### src/rtl/dpsram_arbiter_if.sv
// rtl/dpsram_arbiter_if.sv - requester-side request/grant/response bus of the shared SRAM arbiter
interface dpsram_arbiter_if #(
   parameter int SRAM_LENGTH = 8,
   parameter int SRAM_DEPTH  = 16,
   parameter int NUM_REQ     = 4
);
   localparam int AW = $clog2(SRAM_DEPTH);

   logic [NUM_REQ-1:0]             req;
   logic [NUM_REQ-1:0]             req_we;
   logic [NUM_REQ*AW-1:0]          req_addr;
   logic [NUM_REQ*SRAM_LENGTH-1:0] req_wdata;
   logic [NUM_REQ-1:0]             gnt;
   logic [NUM_REQ-1:0]             rsp_valid;
   logic [NUM_REQ*SRAM_LENGTH-1:0] rsp_data;

   modport master (
      output req, req_we, req_addr, req_wdata,
      input  gnt, rsp_valid, rsp_data
   );

   modport slave (
      input  req, req_we, req_addr, req_wdata,
      output gnt, rsp_valid, rsp_data
   );
endinterface

### src/rtl/dpsram_arbiter.sv
// rtl/dpsram_arbiter.sv - round-robin two-port arbiter with zero-fill for one dual-port SRAM
module dpsram_arbiter #(
   parameter int SRAM_LENGTH = 8,
   parameter int SRAM_DEPTH  = 16,
   parameter int NUM_REQ     = 4
) (
   input  logic                          clk,
   input  logic                          rst_n,
   input  logic                          clear,
   output logic                          init_done,
   dpsram_arbiter_if.slave               bus,
   output logic [$clog2(SRAM_DEPTH)-1:0] sram_addr1,
   output logic [$clog2(SRAM_DEPTH)-1:0] sram_addr2,
   output logic [SRAM_LENGTH-1:0]        sram_din1,
   output logic [SRAM_LENGTH-1:0]        sram_din2,
   output logic                          sram_wen1,
   output logic                          sram_wen2,
   input  logic [SRAM_LENGTH-1:0]        sram_dout1,
   input  logic [SRAM_LENGTH-1:0]        sram_dout2
);
   localparam int AW = $clog2(SRAM_DEPTH);
   localparam int IW = $clog2(NUM_REQ);

   typedef enum logic {S_INIT, S_RUN} state_t;

   state_t                 state, state_n;
   logic [AW-1:0]          cnt, cnt_n;
   logic [IW-1:0]          rr_ptr, rr_n;
   logic [AW:0]            fill_a1, fill_a2;
   logic [AW-1:0]          addr_a  [NUM_REQ];
   logic [SRAM_LENGTH-1:0] wdata_a [NUM_REQ];
   logic                   p1_vld, p2_vld;
   logic [IW-1:0]          p1, p2, cand;
   logic [IW:0]            sum;
   logic                   use1, use2;
   logic                   wen1, wen2;
   logic [AW-1:0]          a1, a2;
   logic [SRAM_LENGTH-1:0] d1, d2;
   logic [AW-1:0]          addr1_q, addr2_q;
   logic [SRAM_LENGTH-1:0] din1_q, din2_q;
   logic                   own1_vld, own2_vld;
   logic [IW-1:0]          own1, own2;
   logic [NUM_REQ-1:0]     rsp_valid_q;

   // Unpack the per-requester address and write-data slices
   always_comb begin
      for (int i = 0; i < NUM_REQ; i++) begin
         addr_a[i]  = bus.req_addr[i*AW +: AW];
         wdata_a[i] = bus.req_wdata[i*SRAM_LENGTH +: SRAM_LENGTH];
      end
   end

   // Next state: zero-fill sequencing in INIT, round-robin two-port arbitration in RUN
   always_comb begin
      state_n   = state;
      cnt_n     = cnt;
      rr_n      = rr_ptr;
      p1_vld    = 1'b0;
      p2_vld    = 1'b0;
      p1        = '0;
      p2        = '0;
      cand      = '0;
      sum       = '0;
      use1      = 1'b0;
      use2      = 1'b0;
      wen1      = 1'b0;
      wen2      = 1'b0;
      a1        = '0;
      a2        = '0;
      d1        = '0;
      d2        = '0;
      bus.gnt   = '0;
      init_done = (state == S_RUN);
      fill_a1   = {cnt, 1'b0};
      fill_a2   = fill_a1 + (AW+1)'(1);
      case (state)
         S_INIT: begin
            use1  = 1'b1;
            wen1  = 1'b1;
            a1    = fill_a1[AW-1:0];
            // with an odd depth the last pair has no second word
            use2  = (fill_a2 <= (AW+1)'(SRAM_DEPTH-1));
            wen2  = use2;
            a2    = fill_a2[AW-1:0];
            cnt_n = cnt + AW'(1);
            if (fill_a2 >= (AW+1)'(SRAM_DEPTH-1)) begin
               state_n = S_RUN;
               cnt_n   = '0;
            end
         end
         default: begin
            for (int k = 0; k < NUM_REQ; k++) begin
               sum = {1'b0, rr_ptr} + (IW+1)'(k);
               if (sum >= (IW+1)'(NUM_REQ)) sum = sum - (IW+1)'(NUM_REQ);
               cand = sum[IW-1:0];
               if (!p1_vld && bus.req[cand]) begin
                  p1_vld = 1'b1;
                  p1     = cand;
               end
            end
            // port 2 continues the scan past the port 1 winner, skipping write hazards
            for (int k = 1; k < NUM_REQ; k++) begin
               sum = {1'b0, p1} + (IW+1)'(k);
               if (sum >= (IW+1)'(NUM_REQ)) sum = sum - (IW+1)'(NUM_REQ);
               cand = sum[IW-1:0];
               if (p1_vld && !p2_vld && bus.req[cand] &&
                   !((addr_a[cand] == addr_a[p1]) && (bus.req_we[cand] || bus.req_we[p1]))) begin
                  p2_vld = 1'b1;
                  p2     = cand;
               end
            end
            if (p1_vld) begin
               bus.gnt[p1] = 1'b1;
               use1        = 1'b1;
               wen1        = bus.req_we[p1];
               a1          = addr_a[p1];
               d1          = wdata_a[p1];
               sum         = {1'b0, p1} + (IW+1)'(1);
            end
            if (p2_vld) begin
               bus.gnt[p2] = 1'b1;
               use2        = 1'b1;
               wen2        = bus.req_we[p2];
               a2          = addr_a[p2];
               d2          = wdata_a[p2];
               sum         = {1'b0, p2} + (IW+1)'(1);
            end
            if (p1_vld) begin
               if (sum >= (IW+1)'(NUM_REQ)) sum = sum - (IW+1)'(NUM_REQ);
               rr_n = sum[IW-1:0];
            end
            // grants of the clear cycle still complete; their responses arrive during INIT
            if (clear) begin
               state_n = S_INIT;
               cnt_n   = '0;
            end
         end
      endcase
   end

   // Idle ports keep their last address and data, only the write enable drops
   assign sram_wen1  = wen1;
   assign sram_wen2  = wen2;
   assign sram_addr1 = use1 ? a1 : addr1_q;
   assign sram_addr2 = use2 ? a2 : addr2_q;
   assign sram_din1  = use1 ? d1 : din1_q;
   assign sram_din2  = use2 ? d2 : din2_q;

   // FSM state register
   always_ff @(posedge clk or negedge rst_n) begin
      if (!rst_n) state <= S_INIT;
      else        state <= state_n;
   end

   // Fill counter, round-robin pointer, port owners and held port values
   always_ff @(posedge clk or negedge rst_n) begin
      if (!rst_n) begin
         cnt         <= '0;
         rr_ptr      <= '0;
         rsp_valid_q <= '0;
         own1_vld    <= 1'b0;
         own2_vld    <= 1'b0;
         own1        <= '0;
         own2        <= '0;
         addr1_q     <= '0;
         addr2_q     <= '0;
         din1_q      <= '0;
         din2_q      <= '0;
      end else begin
         cnt         <= cnt_n;
         rr_ptr      <= rr_n;
         rsp_valid_q <= bus.gnt;
         own1_vld    <= p1_vld;
         own2_vld    <= p2_vld;
         own1        <= p1;
         own2        <= p2;
         if (use1) begin
            addr1_q <= a1;
            din1_q  <= d1;
         end
         if (use2) begin
            addr2_q <= a2;
            din2_q  <= d2;
         end
      end
   end

   // Route each port's registered SRAM output to the requester it served last cycle
   always_comb begin
      bus.rsp_data = '0;
      for (int i = 0; i < NUM_REQ; i++) begin
         if (own1_vld && own1 == IW'(i))
            bus.rsp_data[i*SRAM_LENGTH +: SRAM_LENGTH] = sram_dout1;
         else if (own2_vld && own2 == IW'(i))
            bus.rsp_data[i*SRAM_LENGTH +: SRAM_LENGTH] = sram_dout2;
      end
   end

   assign bus.rsp_valid = rsp_valid_q;
endmodule

### src/flat_wrapper.sv
// flat-port wrapper written by rule: the top's interface ports become plain ports
module dpsram_arbiter_flat 
#(
   parameter int SRAM_LENGTH = 8,
   parameter int SRAM_DEPTH  = 16,
   parameter int NUM_REQ     = 4
)
  (clk, rst_n, clear, init_done, sram_addr1, sram_addr2, sram_din1, sram_din2, sram_wen1, sram_wen2, sram_dout1, sram_dout2, bus_req, bus_req_we, bus_req_addr, bus_req_wdata, bus_gnt, bus_rsp_valid, bus_rsp_data);
  dpsram_arbiter_if #(.SRAM_LENGTH(SRAM_LENGTH), .SRAM_DEPTH(SRAM_DEPTH), .NUM_REQ(NUM_REQ)) bus_i ();
  input  logic clk;
  input  logic rst_n;
  input  logic clear;
  output logic init_done;
  output logic [$clog2(SRAM_DEPTH)-1:0] sram_addr1;
  output logic [$clog2(SRAM_DEPTH)-1:0] sram_addr2;
  output logic [SRAM_LENGTH-1:0] sram_din1;
  output logic [SRAM_LENGTH-1:0] sram_din2;
  output logic sram_wen1;
  output logic sram_wen2;
  input  logic [SRAM_LENGTH-1:0] sram_dout1;
  input  logic [SRAM_LENGTH-1:0] sram_dout2;
  input wire logic [$bits(bus_i.req)-1:0] bus_req;
  input wire logic [$bits(bus_i.req_we)-1:0] bus_req_we;
  input wire logic [$bits(bus_i.req_addr)-1:0] bus_req_addr;
  input wire logic [$bits(bus_i.req_wdata)-1:0] bus_req_wdata;
  output wire logic [$bits(bus_i.gnt)-1:0] bus_gnt;
  output wire logic [$bits(bus_i.rsp_valid)-1:0] bus_rsp_valid;
  output wire logic [$bits(bus_i.rsp_data)-1:0] bus_rsp_data;
  assign bus_i.req = bus_req;
  assign bus_i.req_we = bus_req_we;
  assign bus_i.req_addr = bus_req_addr;
  assign bus_i.req_wdata = bus_req_wdata;
  assign bus_gnt = bus_i.gnt;
  assign bus_rsp_valid = bus_i.rsp_valid;
  assign bus_rsp_data = bus_i.rsp_data;
  dpsram_arbiter #(.SRAM_LENGTH(SRAM_LENGTH), .SRAM_DEPTH(SRAM_DEPTH), .NUM_REQ(NUM_REQ)) u_core (.clk(clk), .rst_n(rst_n), .clear(clear), .init_done(init_done), .bus(bus_i), .sram_addr1(sram_addr1), .sram_addr2(sram_addr2), .sram_din1(sram_din1), .sram_din2(sram_din2), .sram_wen1(sram_wen1), .sram_wen2(sram_wen2), .sram_dout1(sram_dout1), .sram_dout2(sram_dout2));
endmodule
### config.mk
export PLATFORM = sky130hd
export DESIGN_NAME = dpsram_arbiter_flat
export DESIGN_NICKNAME = d
export VERILOG_FILES = /design/src/rtl/dpsram_arbiter_if.sv /design/src/rtl/dpsram_arbiter.sv /design/src/flat_wrapper.sv
export SDC_FILE = /design/constraint.sdc
export NUM_CORES = 1
export LEC_CHECK = 0
export BUFFER_PORTS_ARGS = -buffer_cell sky130_fd_sc_hd__buf_2
export CORE_MARGIN = 2
export CORE_UTILIZATION = 54
export DETAILED_ROUTE_END_ITERATION = 12
export PLACE_DENSITY = 0.95
export SLEW_MARGIN = 20
export SYNTH_ARGS = -nofsm -noshare
export SYNTH_HDL_FRONTEND = slang
export SYNTH_SLANG_ARGS = --single-unit
### constraint.sdc
create_clock -name clk -period 15.1 [get_ports clk]
set_input_delay 2.265 -clock clk [delete_from_list [all_inputs] [get_ports clk]]
set_output_delay 2.265 -clock clk [all_outputs]
set_load 0.02 [all_outputs]
Word level (Yosys, flattened, before mapping)
Index checks and enable logic that the tools add are counted. Widths: inputs -> output; s select.

Add/sub/neg operators: 17. Order comparisons: 26. Eq/ne operators: 10. Mux-type cells: 132. Bitwise gates (word level): 6. Reductions and logical operators: 38.

Operators with widths (number): $mux 8 (18); $mux 4 (23); $mux 2 (24); $mux 1 (41); $bmux 4 s2 (5); $ge 3x3->1 const B (12); $bmux 8 s2 (2); $lt 2x3->1 const B (9); $bmux 1 s2 (12); $logic_and 1x1->1 (24); $mux 3 (5); $not 2->3 (5); $sub 2x1->2 const B (7); $add 2x2->3 const B (4); $eq 4x4->1 (3); $add 2x1->3 const B (3); $eq 2x2->1 const B (4); $logic_not 1->1 (8); $add 5x1->5 const B (1); $ge 5x4->1 const B (1); $le 5x4->1 const B (1); $add 4x1->4 const B (1); $demux 1 s2 (2); $eq 2x1->1 const B (2); other kinds (8) (12).

Register bits after elaboration: 41. Input port bits: 75. Output and inout bits: 67. Logic and storage cells: 241.

Depth between registers and ports, before layout
Gate-level depths: netlist (run 1).

Depth after elaboration: 52. Gate-level depth with buffers: 19. Gate-level depth less buffers: 13.

Least setup slack after synthesis (run 1)
No wires, ideal clock.

Kind: input to output. From: input bus_req[3]. To: output bus_gnt[3]. Arrival: 6.112 ns. Data required time: 12.835 ns. Path slack: 6.723 ns. Stages: 15. Buffers on the path: 5. Cells stage by stage: buf_2 > a211oi_2 > nor2_1 > clkbuf_1 > clkbuf_1 > ha_1 > buf_1 > mux4_2 > or3_1 > nand3_1 > o31a_4 > a211oi_4 > nand2b_1 > buf_4 > o41ai_1.

Longest elaborated chain between the ends: 49. Elaborated cells between the ends (all ways): 119. Classes of those cells: add/sub: 6; order compare: 7; eq/ne: 3; mux: 71; bitwise: 5; reduce/logical: 27.

RTL lines: start: declaration (line flat_wrapper.sv:22) `input wire logic [$bits(bus_i.req)-1:0] bus_req;`; $bmux 1 s2 (line dpsram_arbiter.sv:96) `if (!p1_vld && bus.req[cand]) begin`; $mux 1 (implied by the code) (line dpsram_arbiter.sv:96); $mux 1 (line dpsram_arbiter.sv:96); $mux 1 (line dpsram_arbiter.sv:76) `case (state)`; $logic_not 1->1 (line dpsram_arbiter.sv:96); $logic_and 1x1->1 (line dpsram_arbiter.sv:96); $mux 1 (line dpsram_arbiter.sv:96); $mux 1 (line dpsram_arbiter.sv:76); (+33 left out); $mux 2 (line dpsram_arbiter.sv:76); $lt 2x3->1 (implied by the code) / $ge 2x1->1 (equally long branches) (line dpsram_arbiter.sv:121) `bus.gnt[p2] = 1'b1;`; $logic_and 1x1->1 (implied by the code) (line dpsram_arbiter.sv:121); $mux 1 (implied by the code) (line dpsram_arbiter.sv:121); $demux 1 s2; $or 4x4->4 (no line); $mux 4 * (line dpsram_arbiter.sv:120) `if (p2_vld) begin`; $mux 4 * (line dpsram_arbiter.sv:76); end: declaration (line flat_wrapper.sv:26) `output wire logic [$bits(bus_i.gnt)-1:0] bus_gnt;`.

Mark *: on every way between the ends. The rest lies on a longest branch, timed or not. The select of a mux whose other input is x is not followed.

Worst setup path in the final report (run 1)
From: input bus_req[2]. To: output sram_din2[3].

Longest elaborated chain between the ends: 49. Elaborated cells between the ends (all ways): 113. Classes of those cells: add/sub: 6; order compare: 3; eq/ne: 3; mux: 71; bitwise: 5; reduce/logical: 25.

RTL lines: $bmux 1 s2 (line dpsram_arbiter.sv:96); $mux 1 (implied by the code) (line dpsram_arbiter.sv:96); $mux 1 (line dpsram_arbiter.sv:96); $mux 1 (line dpsram_arbiter.sv:76); $logic_not 1->1 (line dpsram_arbiter.sv:96); $logic_and 1x1->1 (line dpsram_arbiter.sv:96); $mux 1 (line dpsram_arbiter.sv:96); $mux 1 (line dpsram_arbiter.sv:76); (+32 left out); $mux 2 (line dpsram_arbiter.sv:106) `if (p1_vld && !p2_vld && bus.req[cand] &&`; $mux 2 (line dpsram_arbiter.sv:76); $not 2->3 (implied by the code) (line dpsram_arbiter.sv:125) `d2 = wdata_a[p2];`; $bmux 8 s2 (line dpsram_arbiter.sv:125); $mux 8 (implied by the code) (2 in series) (line dpsram_arbiter.sv:125); $mux 8 (line dpsram_arbiter.sv:120); $mux 8 (line dpsram_arbiter.sv:76); $mux 8 * (line dpsram_arbiter.sv:147) `assign sram_din2 = use2 ? d2 : din2_q;`; end: declaration (line flat_wrapper.sv:17) `output logic [SRAM_LENGTH-1:0] sram_din2;`.

Marks and branches as above.

==> results of run 1 <==
==> worst paths after layout <==
| kind | endpoint | slack, ns | depth (start not counted) |
|---|---|---|---|
| max | sram_din2[3] | 5.86 | 15 |
| max reg2reg | u_core.din2_q[3] | 10.09 | 13 |
| max in group asynchronous | u_core.cnt[1] | 12.43 | 1 |
| min in group asynchronous | u_core.din1_q[2] | 2.09 | 1 |
| min reg2reg | u_core.din2_q[1] | 0.52 | 1 |
| min | u_core.din2_q[1] | 0.52 | 1 |
==> cell families (layout without fill, tap and decap cells) <==
family,Yosys count,count (layout),synth area share
simple gates,174,174,0.2263
xor+xnor,11,11,0.02540
buf+inv,40,163,0.06299
compound gates,122,122,0.2543
fa+ha+maj,5,5,0.01649
flops,41,41,0.2704
mux,41,41,0.1441
==> layout by cell type, fill, tap and decap left out, types with 10 or more instances in the layout <==
master   count
buf_2      141
nand2_1     59
nand3_1     42
dfrtp_1     41
a22o_1      34
mux2i_1     22
o21ai_0     21
nor2_1      19
nor3_1      12
a21oi_1     11
mux4_2      10
==> cells in the mapped netlist, types with 8 or more instances <==
library cell,instances
nand2_1,59
nand3_1,42
dfrtp_1,41
a22o_1,34
mux2i_1,22
o21ai_0,21
nor2_1,19
clkbuf_1,16
nor3_1,12
a21oi_1,11
mux4_2,10
a21boi_0,9
and3_1,9
a221o_1,8
==> layout make-up <==
| class | instances | area share |
|---|---|---|
| multi-input combinational | 353 | 0.5551 |
| sequential | 41 | 0.2237 |
| timing repair buffer | 145 | 0.1604 |
| tap | 96 | 0.02619 |
| clock buffer | 7 | 0.01882 |
| inverter | 10 | 0.009274 |
| clock inverter | 1 | 0.006547 |
==> metal layers <==
layer | vias to the layer above | wire length [um] | track usage
met5 | - | 0 | 0
li1 | 1883 | - | -
met4 | 0 | 425 | 0.1119
met2 | 315 | 5708 | 0.5255
met3 | 57 | 1469 | 0.06315
met1 | 1963 | 4662 | 0.4046
==> stage by stage <==
step	cell area [um^2]	worst slack, ns	hold slack [ns]
2_1_floorplan	3794	6.723	0.5573
3_3_place_gp	4459	6.220	0.4967
3_5_place_dp	4459	6.033	0.4974
4_1_cts	4576	6.008	0.5204
5_1_grt	4587	5.621	0.5363
6_report	4587	5.857	0.5162
==> registers in the layout, indices dropped and copies added, names as in the netlist <==
register and count:
u_core.din1_q 8, u_core.din2_q 8, u_core.addr1_q 4, u_core.addr2_q 4
u_core.bus.rsp_valid 4, u_core.cnt 4, u_core.own1 2, u_core.own2 2
u_core.rr_ptr 2, u_core.init_done 1, u_core.own1_vld 1, u_core.own2_vld 1
==> where the power goes <==
group	switching (uW)	internal, uW	total (uW)
Combinational	404	259	663
Sequential	29.3	155	184
Clock	37.5	53.9	91.4
==> results.py, run 1 <==
metrics = {
    "synth": {
        "syn_avg_cell_area_um2": 8.741,
        "syn-num-nets": 514,
        "ys.flop_type": "dfrtp_1",
        "async_flop_share": 1.000,
        "synth_edf_count": 0,
        "seq_area_frac_synth": 0.2704,
        "synth_top_area_frac": 0.2704,
        "ys_ff_latch": 41,
        "synth_area_um2": 3794,
        "synthCells": 434,
        "synth_area_leaders": "dfrtp_1 27%, a22o_1 7.8%, mux4_2 5.9%",
        "ys_types": 67,
        "synth_top_area_cell": "dfrtp_1",
        "yosys_warnings": 0,
    },
    "critical_path": {
        "critPathMaxFanout": 21,
        "startpoint_type": "input pin",
        "end_kind": "output pin",
        "path_cells": "buf_2, nor2b_1, a211oi_2, nor2_1, buf_4, ha_1, mux4_2, o21ai_1, nand3_1, o31a_4, o32ai_4, nand3b_1, nor3b_2, a221o_1, buf_2",
        "arrival_ns": 6.98,
        "critical_path_class": "input pin to output pin",
        "setup.worst_path.start": "bus_req[2]",
        "r2r-start": "u_core.rr_ptr[0]",
        "cp_top_family": "compound AO/OA/AOI/OAI gates",
        "crit_required_ns": 12.84,
        "cpMostUsedCell": "buf_2",
        "cpPeakStageDelay_ns": 0.93,
        "critPathSlowestCell": "o32ai_4",
        "crit_buf_inv": 3,
    },
    "drt": {
        "routed_wl_um": 12270,
        "via_count": 4218,
        "via_per_inst": 6.459,
        "postRouteAntennaNets": 0,
        "drcViolationCount": 0,
        "wire_per_inst_um": 18.78,
        "drt_iter0_markers": 396,
        "drtPass1Iterations": 7,
    },
    "timing": {
        "rsz0062_at_grt": "false",
        "fmax_ghz": 0.1082,
        "timing_hold_violations_final": 0,
        "tns_ns": 0,
        "slew_violations": 0,
        "relSlewSlack": 0.2579,
        "fin_crit_sh": 0.6122,
        "finalSetupViolations": 0,
        "worst-slew-pin-transition_ns": 1.111,
        "fin_skew_ns": 0.01031,
        "post-route-min-period_ns": 9.243,
    },
    "power": {
        "p_total_uw": 938.8,
        "cellPowerDensity_nw_per_um2": 204.7,
        "ir_drop_v": 0.00008921,
        "p_leak_uw": 0.002279,
    },
    "clock_network": {
        "cts_resized": 0,
        "cts_root_buf": "clkbuf_8",
        "cts_hold_buf": 0,
        "cts-buffers-inserted": 5,
        "cts_buffer_depth": 2,
        "cts.sinks": 41,
        "htree_levels": 2,
        "postCtsSetupBuffers": 0,
        "clkLatencyLatePin_ns": 0.30,
        "cts_tree": "built",
        "cts.clk_slew.worst_paths_ns": 0.07,
    },
    "layout": {
        "syn_to_final_growth_pct": 20.91,
        "diodes": 0,
        "layout.area.seq_um2": 1026,
        "stdcell_count": 653,
        "num-nets-final": 636,
        "multi_input_area_um2": 2546,
        "fin_util": 0.6751,
        "layout-drive-gt1-share": 0.3303,
        "fill_cells": 517,
    },
    "floorplan": {
        "num_rows": 30,
        "dieArea_um2": 7711,
        "io_pins": 142,
        "core-area_um2": 6794,
        "die_w_um": 87.82,
        "start_util": 0.5584,
        "die_y_um": 87.82,
    },
    "worst_hold_path": {
        "min-delay-start": "u_core.din2_q[1]",
        "min_path_type": "flip-flop to flip-flop",
    },
    "place": {
        "place_inst": 645,
        "port-buffer-count": 141,
        "gp_congestion": 0.9724,
        "hpwl_um": 9145,
    },
    "global_route": {
        "grt_pass1_wl_um": 18900,
        "gr-total-overflow": 0,
        "antenna_found_initial": 0,
        "grt_max_degree": 42,
        "grt_use_total": 0.3141,
        "first_global_vias": 3864,
    },
    "run": {
        "cap_violations": 0,
    },
    "status": {
        "status": "finished, final reports clean",
    },
}
Note: power is estimated with default switching activity, not from simulation.
==> run 2, diff against run 1 <==
--- a/config.mk
+++ b/config.mk
@@ -5,11 +5,12 @@
 export SDC_FILE = /design/constraint.sdc
 export NUM_CORES = 1
 export LEC_CHECK = 0
+export ABC_AREA = 1
 export BUFFER_PORTS_ARGS = -buffer_cell sky130_fd_sc_hd__buf_2
 export CORE_MARGIN = 2
-export CORE_UTILIZATION = 54
+export CORE_UTILIZATION = 47
 export DETAILED_ROUTE_END_ITERATION = 12
-export PLACE_DENSITY = 0.95
+export PLACE_DENSITY = 0.88
 export SLEW_MARGIN = 20
 export SYNTH_ARGS = -nofsm -noshare
 export SYNTH_HDL_FRONTEND = slang
==> constraint.sdc (replaced) <==
create_clock -name clk -period 8 [get_ports clk]
set_input_delay 1.2 -clock clk [delete_from_list [all_inputs] [get_ports clk]]
set_output_delay 1.2 -clock clk [all_outputs]
set_load 0.02 [all_outputs]
==> run 2 against run 1 <==
  * Largest cell class unchanged
  * Worst hold slack worse by 0.036 ns
  * Utilization down 9.8 points
  * Highest routed layer unchanged
  * Via count up 20%
  * Setup slack worse by 4.7 ns
  * Synthesized cell count up 53%
  * Design area up 8.6%
==> results.py, run 2 <==
metrics = {
    "status": {
        "status": "finished, final reports clean",
    },
    "synth": {
        "synth_top_area_cell": "dfrtp_1",
        "synth_area_leaders": "dfrtp_1 25%, nand2_1 19%, nand3_1 12%",
        "ys.flop_type": "dfrtp_1",
        "yosys_warnings": 0,
        "ys_types": 36,
        "synthCells": 662,
        "synth_common_cells": "213 x nand2_1, 101 x nand3_1, 75 x inv_1, 41 x dfrtp_1, 34 x o22ai_1",
        "synth_edf_count": 0,
        "ys_ff_latch": 41,
        "syn-num-nets": 742,
        "seq_area_frac_synth": 0.2477,
        "synth_top_area_frac": 0.2477,
        "syn_avg_cell_area_um2": 6.258,
        "synth_area_um2": 4143,
        "yosysMostFrequentCell": "nand2_1",
        "async_flop_share": 1.000,
    },
    "global_route": {
        "grt_max_degree": 76,
        "grt_pass1_wl_um": 21610,
        "grt_use_met3": 0.03794,
        "antenna_found_initial": 1,
        "grt.busiest_layer": "met2",
        "grtUsageMet1": 0.3584,
        "grt_use_total": 0.2690,
        "first_global_vias": 4547,
        "grt_util_met2": 0.4515,
        "gr-total-overflow": 0,
    },
    "clock_network": {
        "cts.sinks": 41,
        "clkLatencyLatePin_ns": 0.30,
        "cts.clk_slew.worst_paths_ns": 0.09,
        "postCtsSetupBuffers": 0,
        "cts_tree": "built",
        "cts-buffers-inserted": 5,
        "htree_levels": 2,
        "cts_buffer_depth": 2,
        "cts_root_buf": "clkbuf_8",
        "cts_resized": 0,
        "cts_hold_buf": 0,
    },
    "drt": {
        "via_per_inst": 5.646,
        "via_count": 5059,
        "drtPass1Iterations": 5,
        "postRouteAntennaNets": 0,
        "routed_wl_um": 13280,
        "drcViolationCount": 0,
        "drt_iter0_markers": 392,
        "wire_per_inst_um": 14.83,
    },
    "floorplan": {
        "die_y_um": 97.89,
        "dieArea_um2": 9581,
        "die_w_um": 97.89,
        "core-area_um2": 8636,
        "start_util": 0.4797,
        "io_pins": 142,
        "num_rows": 34,
    },
    "layout": {
        "layout_commonest_cell": "nand2_1",
        "layout.area.seq_um2": 1026,
        "fill_cells": 879,
        "num-nets-final": 866,
        "final_cell_mix": "213 x nand2_1, 141 x buf_2, 101 x nand3_1",
        "multi_input_area_um2": 2646,
        "reg_top3": "u_core.din1_q (8), u_core.din2_q (8)",
        "stdcell_count": 896,
        "syn_to_final_growth_pct": 20.30,
        "layout-drive-gt1-share": 0.2567,
    },
    "place": {
        "place_inst": 887,
        "hpwl_um": 10100,
        "gp_congestion": 0.9595,
        "port-buffer-count": 141,
    },
    "timing": {
        "timing_hold_violations_final": 0,
        "rsz0062_at_grt": "false",
        "tns_ns": 0,
        "fin_skew_ns": 0.01344,
        "finalSetupViolations": 0,
        "post-route-min-period_ns": 6.836,
        "worst-slew-pin-transition_ns": 1.062,
        "slew_violations": 0,
        "fmax_ghz": 0.1463,
        "relSlewSlack": 0.2891,
        "fin_crit_sh": 0.8545,
    },
    "critical_path": {
        "critPathMaxFanout": 26,
        "ff2ff_setup_slack_ns": 2.76,
        "arrival_ns": 5.64,
        "r2r-start": "u_core.rr_ptr[0]",
        "cpMostUsedCell": "nand2_1",
        "setup.worst_path.start": "bus_req[0]",
        "end_kind": "output pin",
        "critical_path_class": "input pin to output pin",
        "crit_required_ns": 6.80,
        "critPathSlowestCell": "ha_1",
        "startpoint_type": "input pin",
        "cpPeakStageDelay_ns": 0.65,
    },
    "worst_hold_path": {
        "min-delay-start": "u_core.addr2_q[3]",
        "min_path_type": "flip-flop to flip-flop",
    },
    "run": {
        "cap_violations": 0,
    },
}
## run 2: path summary, 6_finish.rpt
check,cells after the start,end
min,2,u_core.addr2_q[3]
max in group asynchronous,1,u_core.addr2_q[2]
min reg2reg,2,u_core.addr2_q[3]
max reg2reg,25,u_core.addr2_q[2]
min in group asynchronous,1,u_core.din1_q[5]
max,27,sram_addr2[2]
## run 2: through the flow
stage,instance area [um^2],util,hold slack [ns],setup slack (ns)
final,4984,0.5771,0.4802,1.164
after global routing,4981,0.5768,0.5044,0.7848
after CTS,4981,0.5768,0.4817,1.207
after detailed placement,4847,0.5613,0.4600,1.238
after global placement,4847,0.5613,0.4562,1.317
after floorplan,4143,-,0.4730,2.058
## run 2: layer usage
| metal | part of all wire | up-vias | wire length [um] |
|---|---|---|---|
| met5 | 0 | - | 0 |
| met4 | 0.023 | 0 | 311 |
| met3 | 0.10 | 29 | 1335 |
| met2 | 0.46 | 301 | 6140 |
| met1 | 0.41 | 2265 | 5497 |
| li1 | - | 2464 | - |
## run 2: worst max-delay path: cells and delay by family
kind	cells	cell delay (ns)
buf+inv	8	1.20
compound gates	1	0.18
fa+ha+maj	1	0.65
simple gates	17	2.38
## run 2: layout make-up
class	instances	area share
Tap cell	108	0.02712
Antenna cell	1	0.0005021
Inverter	85	0.06402
Timing Repair Buffer	143	0.1446
Multi-Input combinational cell	510	0.5310
Clock inverter	3	0.01306
Sequential cell	41	0.2059
Clock buffer	5	0.01381
## run 2: logic make-up after synthesis
group,after synthesis,synth area share
AND/OR/NAND/NOR,379,0.4246
flip-flops,41,0.2477
buffers and inverters,111,0.1136
XOR/XNOR,2,0.004229
AO/OA/AOI/OAI,123,0.1894
adder cells (fa/ha/maj),5,0.01510
multiplexers,1,0.005436
Power of run 2 is left out: the tool's default activity adds up to more than one toggle a clock period on the data nets, which glitch-free logic cannot reach.
